## config.mk

```make
export PLATFORM = sky130hd
export DESIGN_NAME = ripple_accumulator
export DESIGN_NICKNAME = d
export VERILOG_FILES = /design/src/rtl/ripple_accumulator.sv
export SDC_FILE = /design/constraint.sdc
export NUM_CORES = 1
export LEC_CHECK = 0
export CAP_MARGIN = 20
export CORE_UTILIZATION = 40
export DETAILED_ROUTE_END_ITERATION = 10
export PLACE_DENSITY = 0.77
export SYNTH_ARGS = -nofsm -noshare
export SYNTH_HDL_FRONTEND = slang
export SYNTH_SLANG_ARGS = --single-unit
```

## constraint.sdc

```tcl
create_clock -name clk -period 3.65 [get_ports clk]
set_input_delay 0.365 -clock clk [delete_from_list [all_inputs] [get_ports clk]]
set_output_delay 0.365 -clock clk [all_outputs]
set_load 0.05 [all_outputs]
```

## src/rtl/ripple_accumulator.sv

```systemverilog
// Sums NUM_SAMPLES N-bit samples via a ripple-carry adder; result valid the cycle after the last accept.
// in_ready is state-only (low while holding a result); the result is held until out_ready.

module N_full_adder (
  input  logic a_i,
  input  logic b_i,
  input  logic c_i,
  output logic s_o,
  output logic c_o
);
  assign s_o = a_i ^ b_i ^ c_i;
  assign c_o = (a_i & b_i) | (c_i & (a_i ^ b_i));
endmodule

module N_ripple_adder #(
  parameter int N = 6
) (
  input  logic [N-1:0] a_i,
  input  logic [N-1:0] b_i,
  input  logic         carry_in_i,
  output logic [N-1:0] sum_o,
  output logic         carry_out_o
);
  logic [N:0] carry;

  assign carry[0] = carry_in_i;

  for (genvar i = 0; i < N; i++) begin : g_bit
    N_full_adder u_fa (
      .a_i (a_i[i]),
      .b_i (b_i[i]),
      .c_i (carry[i]),
      .s_o (sum_o[i]),
      .c_o (carry[i+1])
    );
  end

  assign carry_out_o = carry[N];
endmodule

module ripple_accumulator #(
  parameter int N           = 6,
  parameter int NUM_SAMPLES = 4
) (
  input  logic                               clk,
  input  logic                               rst,
  input  logic                               clear,
  input  logic                               in_valid,
  output logic                               in_ready,
  input  logic [N-1:0]                       in_data,
  output logic                               out_valid,
  input  logic                               out_ready,
  output logic [N-1:0]                       acc_out,
  output logic                               overflow,
  output logic [$clog2(NUM_SAMPLES+1)-1:0]   count
);
  localparam int CW = $clog2(NUM_SAMPLES+1);
  localparam logic [CW-1:0] LAST_IDX = CW'(NUM_SAMPLES - 1);

  typedef enum logic {
    ACC  = 1'b0,
    HOLD = 1'b1
  } state_t;

  state_t        state_q, state_d;
  logic [N-1:0]  acc_q, acc_d;
  logic          ovf_q, ovf_d;
  logic [CW-1:0] cnt_q, cnt_d;

  logic [N-1:0]  sum;
  logic          carry_out;

  N_ripple_adder #(.N(N)) u_adder (
    .a_i         (acc_q),
    .b_i         (in_data),
    .carry_in_i  (1'b0),
    .sum_o       (sum),
    .carry_out_o (carry_out)
  );

  always_comb begin
    state_d   = state_q;
    acc_d     = acc_q;
    ovf_d     = ovf_q;
    cnt_d     = cnt_q;
    in_ready  = (state_q == ACC);
    out_valid = (state_q == HOLD);

    // clear outranks everything, including an accept or a consume in the same cycle
    if (clear) begin
      state_d = ACC;
      acc_d   = '0;
      ovf_d   = 1'b0;
      cnt_d   = '0;
    end else begin
      unique case (state_q)
        ACC: begin
          if (in_valid) begin
            acc_d = sum;
            ovf_d = ovf_q | carry_out;
            cnt_d = cnt_q + 1'b1;
            if (cnt_q == LAST_IDX) state_d = HOLD;
          end
        end
        HOLD: begin
          if (out_ready) begin
            state_d = ACC;
            acc_d   = '0;
            ovf_d   = 1'b0;
            cnt_d   = '0;
          end
        end
        default: state_d = ACC;
      endcase
    end
  end

  always_ff @(posedge clk or posedge rst) begin
    if (rst) begin
      state_q <= ACC;
      acc_q   <= '0;
      ovf_q   <= 1'b0;
      cnt_q   <= '0;
    end else begin
      state_q <= state_d;
      acc_q   <= acc_d;
      ovf_q   <= ovf_d;
      cnt_q   <= cnt_d;
    end
  end

  assign acc_out  = acc_q;
  assign overflow = ovf_q;
  assign count    = cnt_q;

endmodule
```

Word-level counts from Yosys, hierarchy flattened
Index checks and enable logic that the tools add are counted.

Output and inout bits: 12. Logic and storage cells: 55. Register bits after elaboration: 11.

Bitwise operators: 29. Equality and inequality tests: 3. Reduce and logical (&&, ||, !) cells: 1. $add $sub $neg: 1. Mux-type cells: 17.

Operators with widths (number): $mux W6 (3); $pmux W6 S2 (1); $and A1 B1 Y1 (11); $xor A1 B1 Y1 (11); $mux W3 (3); $mux W1 (7); $ne A3 B3 Y1 const B (2); $or A1 B1 Y1 (6); $pmux W3 S2 (1); $pmux W1 S2 (2); $add A3 B1 Y3 const B (1); $eq A3 B2 Y1 const B (1); $reduce_and A2 Y1 (1); $not A1 Y1 (1).

Longest topological paths before layout
Gate-level depths: netlist (run 1).

Depth after elaboration: 15. Depth in mapped cells: 8.

Cells and area by module
Synthesis (run 1) repeated with hierarchy kept, for this count alone.

Cells, all modules: 55. Area total of the unflattened synthesis: 629.4 µm².

By module, submodules not included: ripple_accumulator (cells each 49, area an instance 509.2 µm², times used 1); N_full_adder (cells each 1, area an instance 20.0 µm², times used 6).

Worst setup path before layout (run 1)
Ideal clock, no wire load.

Path type: register to register. From: register acc_q[0] (netlist: acc_out[0]). To: register acc_q[5] (netlist: acc_out[5]). Buffers on the path: 0. Arrival: 2.701 ns. Cell stages (with the launch flop): 9. Data required time: 3.518 ns. Clock period less this slack: 2.833 ns. Setup slack: 0.817 ns. Path through: dfrtp_1 ha_1 fa_1 fa_1 fa_1 fa_1 fa_1 a22oi_1 nor2_1.

Longest elaborated chain between the ends: 13.

Ends and longest elaborated chain: start, declared (RTL line 66) `logic [N-1:0] acc_q, acc_d;`; start signal, assigned (RTL line 121) `acc_q <= '0;`; start signal, assigned (RTL line 126) `acc_q <= acc_d;`; $and A1 B1 Y1 (2 in a row) (RTL line 12) `assign c_o = (a_i & b_i) | (c_i & (a_i ^ b_i));`; $or A1 B1 Y1 (RTL line 12); $and A1 B1 Y1 (RTL line 12); $or A1 B1 Y1 (RTL line 12); $and A1 B1 Y1 (RTL line 12); $or A1 B1 Y1 (RTL line 12); $and A1 B1 Y1 (RTL line 12); $or A1 B1 Y1 (RTL line 12); $xor A1 B1 Y1 (RTL line 11) `assign s_o = a_i ^ b_i ^ c_i;`; $mux W6 (RTL line 98) `if (in_valid) begin`; $pmux W6 S2 (RTL line 96) `unique case (state_q)`; $mux W6 (RTL line 90) `if (clear) begin`.

Every way passes these cells. The select of a mux whose other input is x is not followed. A chain may end at the register's enable or synchronous reset.

Worst setup path in the final report (run 1)
From: input in_data[0]. To: register acc_q[5] (netlist: acc_out[5]).

Longest elaborated chain between the ends: 13.

Ends and longest elaborated chain: start, declared (RTL line 50) `input logic [N-1:0] in_data,`; $and A1 B1 Y1 (2 in a row) (RTL line 12); $or A1 B1 Y1 (RTL line 12); $and A1 B1 Y1 (RTL line 12); $or A1 B1 Y1 (RTL line 12); $and A1 B1 Y1 (RTL line 12); $or A1 B1 Y1 (RTL line 12); $and A1 B1 Y1 (RTL line 12); $or A1 B1 Y1 (RTL line 12); $xor A1 B1 Y1 (RTL line 11); $mux W6 (RTL line 98); $pmux W6 S2 (RTL line 96); $mux W6 (RTL line 90).

Every way passes these cells. The select of a mux whose other input is x is not followed.

==> impl_metrics.env, run 1 <==
export IMPL_cp_required_ns=3.79
export IMPL_worst_pin_slew_ns=0.5083
export IMPL_port_buffers=22
export IMPL_r2r_start="acc_out[0]$_DFFE_PP0P_"
export IMPL_drt_first_pass_iters=7
export IMPL_drt_iter0_markers=14
export IMPL_final_cell_mix="22 x clkdlybuf4s50_1, 11 x dfrtp_1, 7 x nor2_1, 6 x a22oi_1"
export IMPL_viasPerCell=4.832
export IMPL_p_total_mw=0.3587
export IMPL_p_switching_mw=0.1268
export IMPL_slew_viol_final=0
export IMPL_setup_viol=0
export IMPL_finClkSkew_ns=0.006257
export IMPL_cts_buffer_depth=2
export IMPL_fin_tns_setup_ns=0
export IMPL_cts_tree="yes"
export IMPL_relSlewSlack_pct=66.01
export IMPL_path_clk_slew_ns=0.07
export IMPL_seq_power_share_pct=40.6
export IMPL_initial_core_util_pct=42.75
export IMPL_period_share_pct=85.38
export IMPL_yosysTopAreaCellShare_pct=37.29
export IMPL_ios=23
export IMPL_fmax_ghz=0.3209
export IMPL_rsz0062_at_grt="false"
export IMPL_syn2layout_area_growth_pct=26.44
export IMPL_grt_overflow=0
export IMPL_drive_gt1_share_pct=9.756
export IMPL_cellPowerDensity_nw_per_um2=384.3
export IMPL_rrSetupSlack_ns=0.67
export IMPL_hold_class="input pin to asynchronous set/reset pin"
export IMPL_ant_nets=0
export IMPL_fill_cells=159
export IMPL_core_rowCount=15
export IMPL_period_minus_slack_ns=3.116
export IMPL_post_cts_buffers=0
export IMPL_antenna_found_initial=0
export IMPL_routed_wl_um=1403
export IMPL_p_leak_nw=0.4108
export IMPL_insertion_delay_ns=0.27
export IMPL_grtUsageTotal_pct=15.59
export IMPL_die_area_um2=2021
export IMPL_crit_type="input pin to flip-flop"
export IMPL_vias=517
export IMPL_crit_path_end_kind="flip-flop"
export IMPL_syn_area_um2=738.2
export IMPL_swShare_pct=35.33
export IMPL_max_stage_delay_ns=0.44
export IMPL_mostFrequentLayoutCell="clkdlybuf4s50_1"
export IMPL_irDropWorstVdd_mv=0.1841
export IMPL_dpl_hpwl_um=1064
export IMPL_drc_errors=1
export IMPL_hold_violations=0
export IMPL_crit_top_cell="fa_1"
export IMPL_grt_pass1_vias=493
export IMPL_seq_area_um2=275.3
export IMPL_postCtsHoldBufs=0
export IMPL_coreArea_um2=1727
export IMPL_cp_start_kind="input pin"
export IMPL_outcome="finished, violations left"
export IMPL_ys_ff_latch=11
export IMPL_p_int_mw=0.2320
export IMPL_yosys_warnings=0
export IMPL_numCtsBuffers=3
export IMPL_yosysSeqAreaShare_pct=37.29
export IMPL_cts_resized=0
export IMPL_die_y_um=44.96
export IMPL_avgSynthCellArea_um2=11.18
export IMPL_cts_sinks=11
export IMPL_cts_root_buf="clkbuf_4"
export IMPL_avgRoutedWirePerCell_um=13.11
export IMPL_synth_net_count=85
export IMPL_crit_chain="clkdlybuf4s50_1 -> ha_1 -> fa_1 -> fa_1 -> fa_1 -> fa_1 -> fa_1 -> a22oi_1 -> nor2_1"
export IMPL_synth_area_leaders="dfrtp_1 37%, fa_1 14%, a22oi_1 6.1%, buf_4 6.1%, ha_1 5.1%"
export IMPL_antenna_cells=0
export IMPL_grt_max_degree=12
export IMPL_final_net_count=102
export IMPL_synth_top_cell_by_area="dfrtp_1"
export IMPL_rr_endpoint="acc_out[5]$_DFFE_PP0P_"
export IMPL_synth_cells=66
export IMPL_gp_congestion=0.7238
export IMPL_arrival_ns=3.25
export IMPL_grt_pass1_wl_um=2194
export IMPL_crit_fanout=1
export IMPL_drv_cap=0
export IMPL_power_frac_comb_pct=36.9
export IMPL_die_width_um=44.96
export IMPL_reg2regPathDepth=8
export IMPL_cp_slowest_cell="fa_1"
export IMPL_p_clk_share_pct=22.5
export IMPL_multi_input_area_um2=365.4
export IMPL_cts_max_level=1
export IMPL_synth_cell_type_count=17
export IMPL_violations="design-rule violations"
==> power groups by stage <==
stage               clock, mW  combinational (mW)  sequential (mW)
floorplan                   0              0.0883            0.158
global placement            0               0.129            0.147
detailed placement          0               0.133            0.148
CTS                    0.0854               0.134            0.146
global route           0.0923               0.143            0.148
finish                 0.0807               0.132            0.146
==> critical path: cells and delay by family <==
family,cells,cell delay [ns]
adder cells (fa/ha/maj),6,2.22
AND/OR/NAND/NOR,1,0.06
buffers and inverters,1,0.42
AO/OA/AOI/OAI,1,0.19
==> routing by layer <==
metal	track usage [%]	up-vias	share of wire, %
li1	-	245	-
met1	18.11	254	43
met2	25.80	16	51
met3	6.400	2	4.8
met4	5.455	0	1.0
met5	0	-	0
==> sequential cells by signal (all words and copies together), names as in the netlist <==
name,cells
acc_out,6
overflow,1
out_valid,1
count,3
==> area by class of cell <==
class | count | area share (%)
Clock buffer | 4 | 2.815
Inverter | 4 | 1.609
Multi-Input combinational cell | 41 | 39.14
Sequential cell | 11 | 29.49
Tap cell | 25 | 3.351
Timing Repair Buffer | 22 | 23.59
==> synthesized netlist by cell type (all sizes together) <==
cell type,n
nor2b,1
a2bb2oi,1
a21oi,4
mux2i,1
mux2,3
xor2,1
a22oi,6
clkbuf,1
buf,9
nor2,7
fa,5
nand3b,4
dfrtp,11
nand2,5
inv,4
ha,3
==> worst max-delay path by stage <==
stage	to	from	cells past startpoint	slack [ns]
final	acc_out[5]$_DFFE_PP0P_	in_data[0]	9	0.53
after global routing	acc_out[5]$_DFFE_PP0P_	in_data[0]	9	0.47
after CTS	acc_out[5]$_DFFE_PP0P_	in_data[0]	9	0.54
after detailed placement	acc_out[5]$_DFFE_PP0P_	in_data[0]	9	0.26
after global placement	acc_out[5]$_DFFE_PP0P_	in_data[0]	9	0.29
after floorplan	acc_out[5]$_DFFE_PP0P_	acc_out[0]$_DFFE_PP0P_	8	0.82
==> per-stage QoR <==
stage	std cells	hold slack [ns]	util (%)	setup WS (ns)	area [um2]
after floorplan	66	0.2174	-	0.8175	738.2
after global placement	103	0.5286	52.54	0.2869	907.1
after detailed placement	103	0.5268	52.54	0.2619	907.1
after CTS	107	0.3911	54.06	0.5388	933.4
after global routing	107	0.4320	54.06	0.4679	933.4
final	107	0.3913	54.06	0.5337	933.4
==> cells by family after synthesis <==
kind of cell	synth area share, %
flops	37.29
simple gates	12.03
buf+inv	13.22
compound gates	10.00
fa+ha+maj	18.65
xor+xnor	1.187
mux	7.627
Power figures use the tool's default switching activity.
==> inputs of run 2 (changes only) <==
--- a/config.mk
+++ b/config.mk
@@ -10,4 +10,5 @@
 export DETAILED_ROUTE_END_ITERATION = 10
 export PLACE_DENSITY = 0.77
+export REMOVE_ABC_BUFFERS = 1
 export SYNTH_ARGS = -nofsm -noshare
 export SYNTH_HDL_FRONTEND = slang
==> constraint.sdc (replaced) <==
create_clock -name clk -period 3.65 [get_ports clk]
set_input_delay 0.73 -clock clk [delete_from_list [all_inputs] [get_ports clk]]
set_output_delay 0.73 -clock clk [all_outputs]
set_load 0.05 [all_outputs]
==> run 2 against run 1 <==
Net effect:
- clock-buffer cell count is the same
- worst hold slack improved by 0.16 ns
- the flow now finishes without violations
- sequential power about the same
- design area unchanged
- cell count is the same
- register-to-register slack got worse by 0.04 ns
- via count rose by 0.77%
- largest cell class unchanged
- global-route usage grew 1.1 points
- critical endpoint unchanged
- sequential cell count did not move
- wire length grew 6.0%
- power grew 1.8%
- first-iteration DRC count increased by 36%
==> impl_metrics.env, run 2 (synthesis gave the netlist of run 1 again) <==
export IMPL_outcome="finished clean"
export IMPL_reg2regPathDepth=8
export IMPL_grt_pass1_vias=516
export IMPL_coreArea_um2=1727
export IMPL_hold_class="flip-flop to flip-flop"
export IMPL_hold_violations=0
export IMPL_avgRoutedWirePerCell_um=13.90
export IMPL_final_core_util_pct=54.06
export IMPL_path_clk_slew_ns=0.08
export IMPL_dp_cells=103
export IMPL_design_area_um2=933.4
export IMPL_cts_max_level=1
export IMPL_cts_root_buf="clkbuf_4"
export IMPL_drt_iter0_markers=19
export IMPL_min_to="overflow$_DFFE_PP0P_"
export IMPL_syn2layout_area_growth_pct=26.44
export IMPL_rr_endpoint="acc_out[5]$_DFFE_PP0P_"
export IMPL_irDropWorstVdd_mv=0.2004
export IMPL_cp_required_ns=3.80
export IMPL_gp_congestion=0.7287
export IMPL_drt_first_pass_iters=4
export IMPL_drv_cap=0
export IMPL_cellPowerDensity_nw_per_um2=391.3
export IMPL_final_cell_mix="22 x clkdlybuf4s50_1, 11 x dfrtp_1, 7 x nor2_1, 6 x a22oi_1"
export IMPL_insertion_delay_ns=0.27
export IMPL_place_ws_ns=-0.1370
export IMPL_antenna_cells=0
export IMPL_p_leak_nw=0.4108
export IMPL_crit_chain="clkdlybuf4s50_1 -> ha_1 -> fa_1 -> fa_1 -> fa_1 -> fa_1 -> fa_1 -> a22oi_1 -> nor2_1"
export IMPL_grt_max_degree=12
export IMPL_cp_start_kind="input pin"
export IMPL_arrival_ns=3.63
export IMPL_period_share_pct=95.31
export IMPL_core_rowCount=15
export IMPL_final_cells=107
export IMPL_vias=521
export IMPL_crit_path_end_kind="flip-flop"
export IMPL_initial_core_util_pct=42.75
export IMPL_ant_nets=0
export IMPL_cp_slowest_cell="fa_1"
export IMPL_worst_pin_slew_ns=0.4932
export IMPL_worstHoldStart="overflow$_DFFE_PP0P_"
export IMPL_max_stage_delay_ns=0.44
export IMPL_antenna_found_initial=0
export IMPL_viasPerCell=4.869
export IMPL_hold_depth=2
export IMPL_cp_top_family="adder cells"
export IMPL_relSlewSlack_pct=67.01
export IMPL_port_buffers=22
export IMPL_ios=23
export IMPL_cts_buffer_depth=2
export IMPL_dpl_hpwl_um=1085
export IMPL_largest_reg_flops=6
export IMPL_rrSetupSlack_ns=0.63
export IMPL_setup_viol=0
export IMPL_finClkSkew_ns=0.002534
export IMPL_period_minus_slack_ns=3.479
export IMPL_place_area_um2=907.1
export IMPL_fmax_ghz=0.2875
export IMPL_grt_pass1_wl_um=2346
export IMPL_final_net_count=102
export IMPL_rsz0062_at_grt="false"
export IMPL_cts_tree="yes"
export IMPL_cts_resized=0
export IMPL_crit_fanout=1
export IMPL_drive_gt1_share_pct=9.756
export IMPL_fin_ws_ns=0.1711
export IMPL_cp_num_buf_inv=1
export IMPL_mostFrequentLayoutCell="clkdlybuf4s50_1"
export IMPL_crit_type="input pin to flip-flop"
export IMPL_die_y_um=44.96
export IMPL_slew_viol_final=0
export IMPL_cts_sinks=11
export IMPL_drc_errors=0
export IMPL_r2r_start="acc_out[0]$_DFFE_PP0P_"
export IMPL_crit_top_cell="fa_1"
export IMPL_numCtsBuffers=3
export IMPL_grtUsageTotal_pct=16.72
export IMPL_die_area_um2=2021
export IMPL_post_cts_buffers=0
export IMPL_routed_wl_um=1487
export IMPL_postCtsHoldBufs=0
export IMPL_die_width_um=44.96
export IMPL_grt_overflow=0
==> run 2: cell counts in the layout (fill, tap and decap cells not counted) <==
Identical to the previous run, type by type.
==> run 2: worst min-delay path, stage by stage, from the launching register on <==
cell,delay [ns]
dfrtp_1,0.36
a22oi_1,0.07
nor2_1,0.09
==> run 2: where the power goes <==
part           switching (mW)  total [mW]  internal (mW)
registers              0.0128       0.146          0.133
clock network          0.0456      0.0880         0.0424
logic                  0.0751       0.132         0.0565
==> run 2: final cells by class <==
class	instances	area, um2
Multi-Input combinational cell	41	365.4
Inverter	4	15.01
Clock buffer	4	26.28
Tap cell	25	31.28
Timing Repair Buffer	22	220.2
Sequential cell	11	275.3
Fill cell	170	793.3
==> run 2: metrics by stage <==
step	TNS (ns)	power, mW	hold slack (ns)
6_report	0	0.3653	0.5540
5_1_grt	0	0.3820	0.6123
4_1_cts	0	0.3682	0.5722
3_5_place_dp	-0.2049	0.2806	0.5404
3_3_place_gp	-0.1109	0.2762	0.5181
2_1_floorplan	0	0.2291	0.5824
==> run 2: worst max path at each step <==
stage | end | cells after the start | slack [ns] | startpoint
final | acc_out[5]$_DFFE_PP0P_ | 9 | 0.17 | in_data[0]
after global routing | acc_out[5]$_DFFE_PP0P_ | 9 | 0.02 | in_data[0]
after CTS | acc_out[5]$_DFFE_PP0P_ | 9 | 0.15 | in_data[0]
after detailed placement | acc_out[5]$_DFFE_PP0P_ | 9 | -0.14 | in_data[0]
after global placement | acc_out[5]$_DFFE_PP0P_ | 9 | -0.09 | in_data[0]
after floorplan | acc_out[5]$_DFFE_PP0P_ | 8 | 0.47 | in_data[0]
==> run 2: metal layers <==
metal / share of wire (%) / global-route usage, %
met1: 42 / 22.45
met3: 5.2 / 2.800
met4: 1.0 / 7.273
met5: 0 / 0
met2: 51 / 26.67
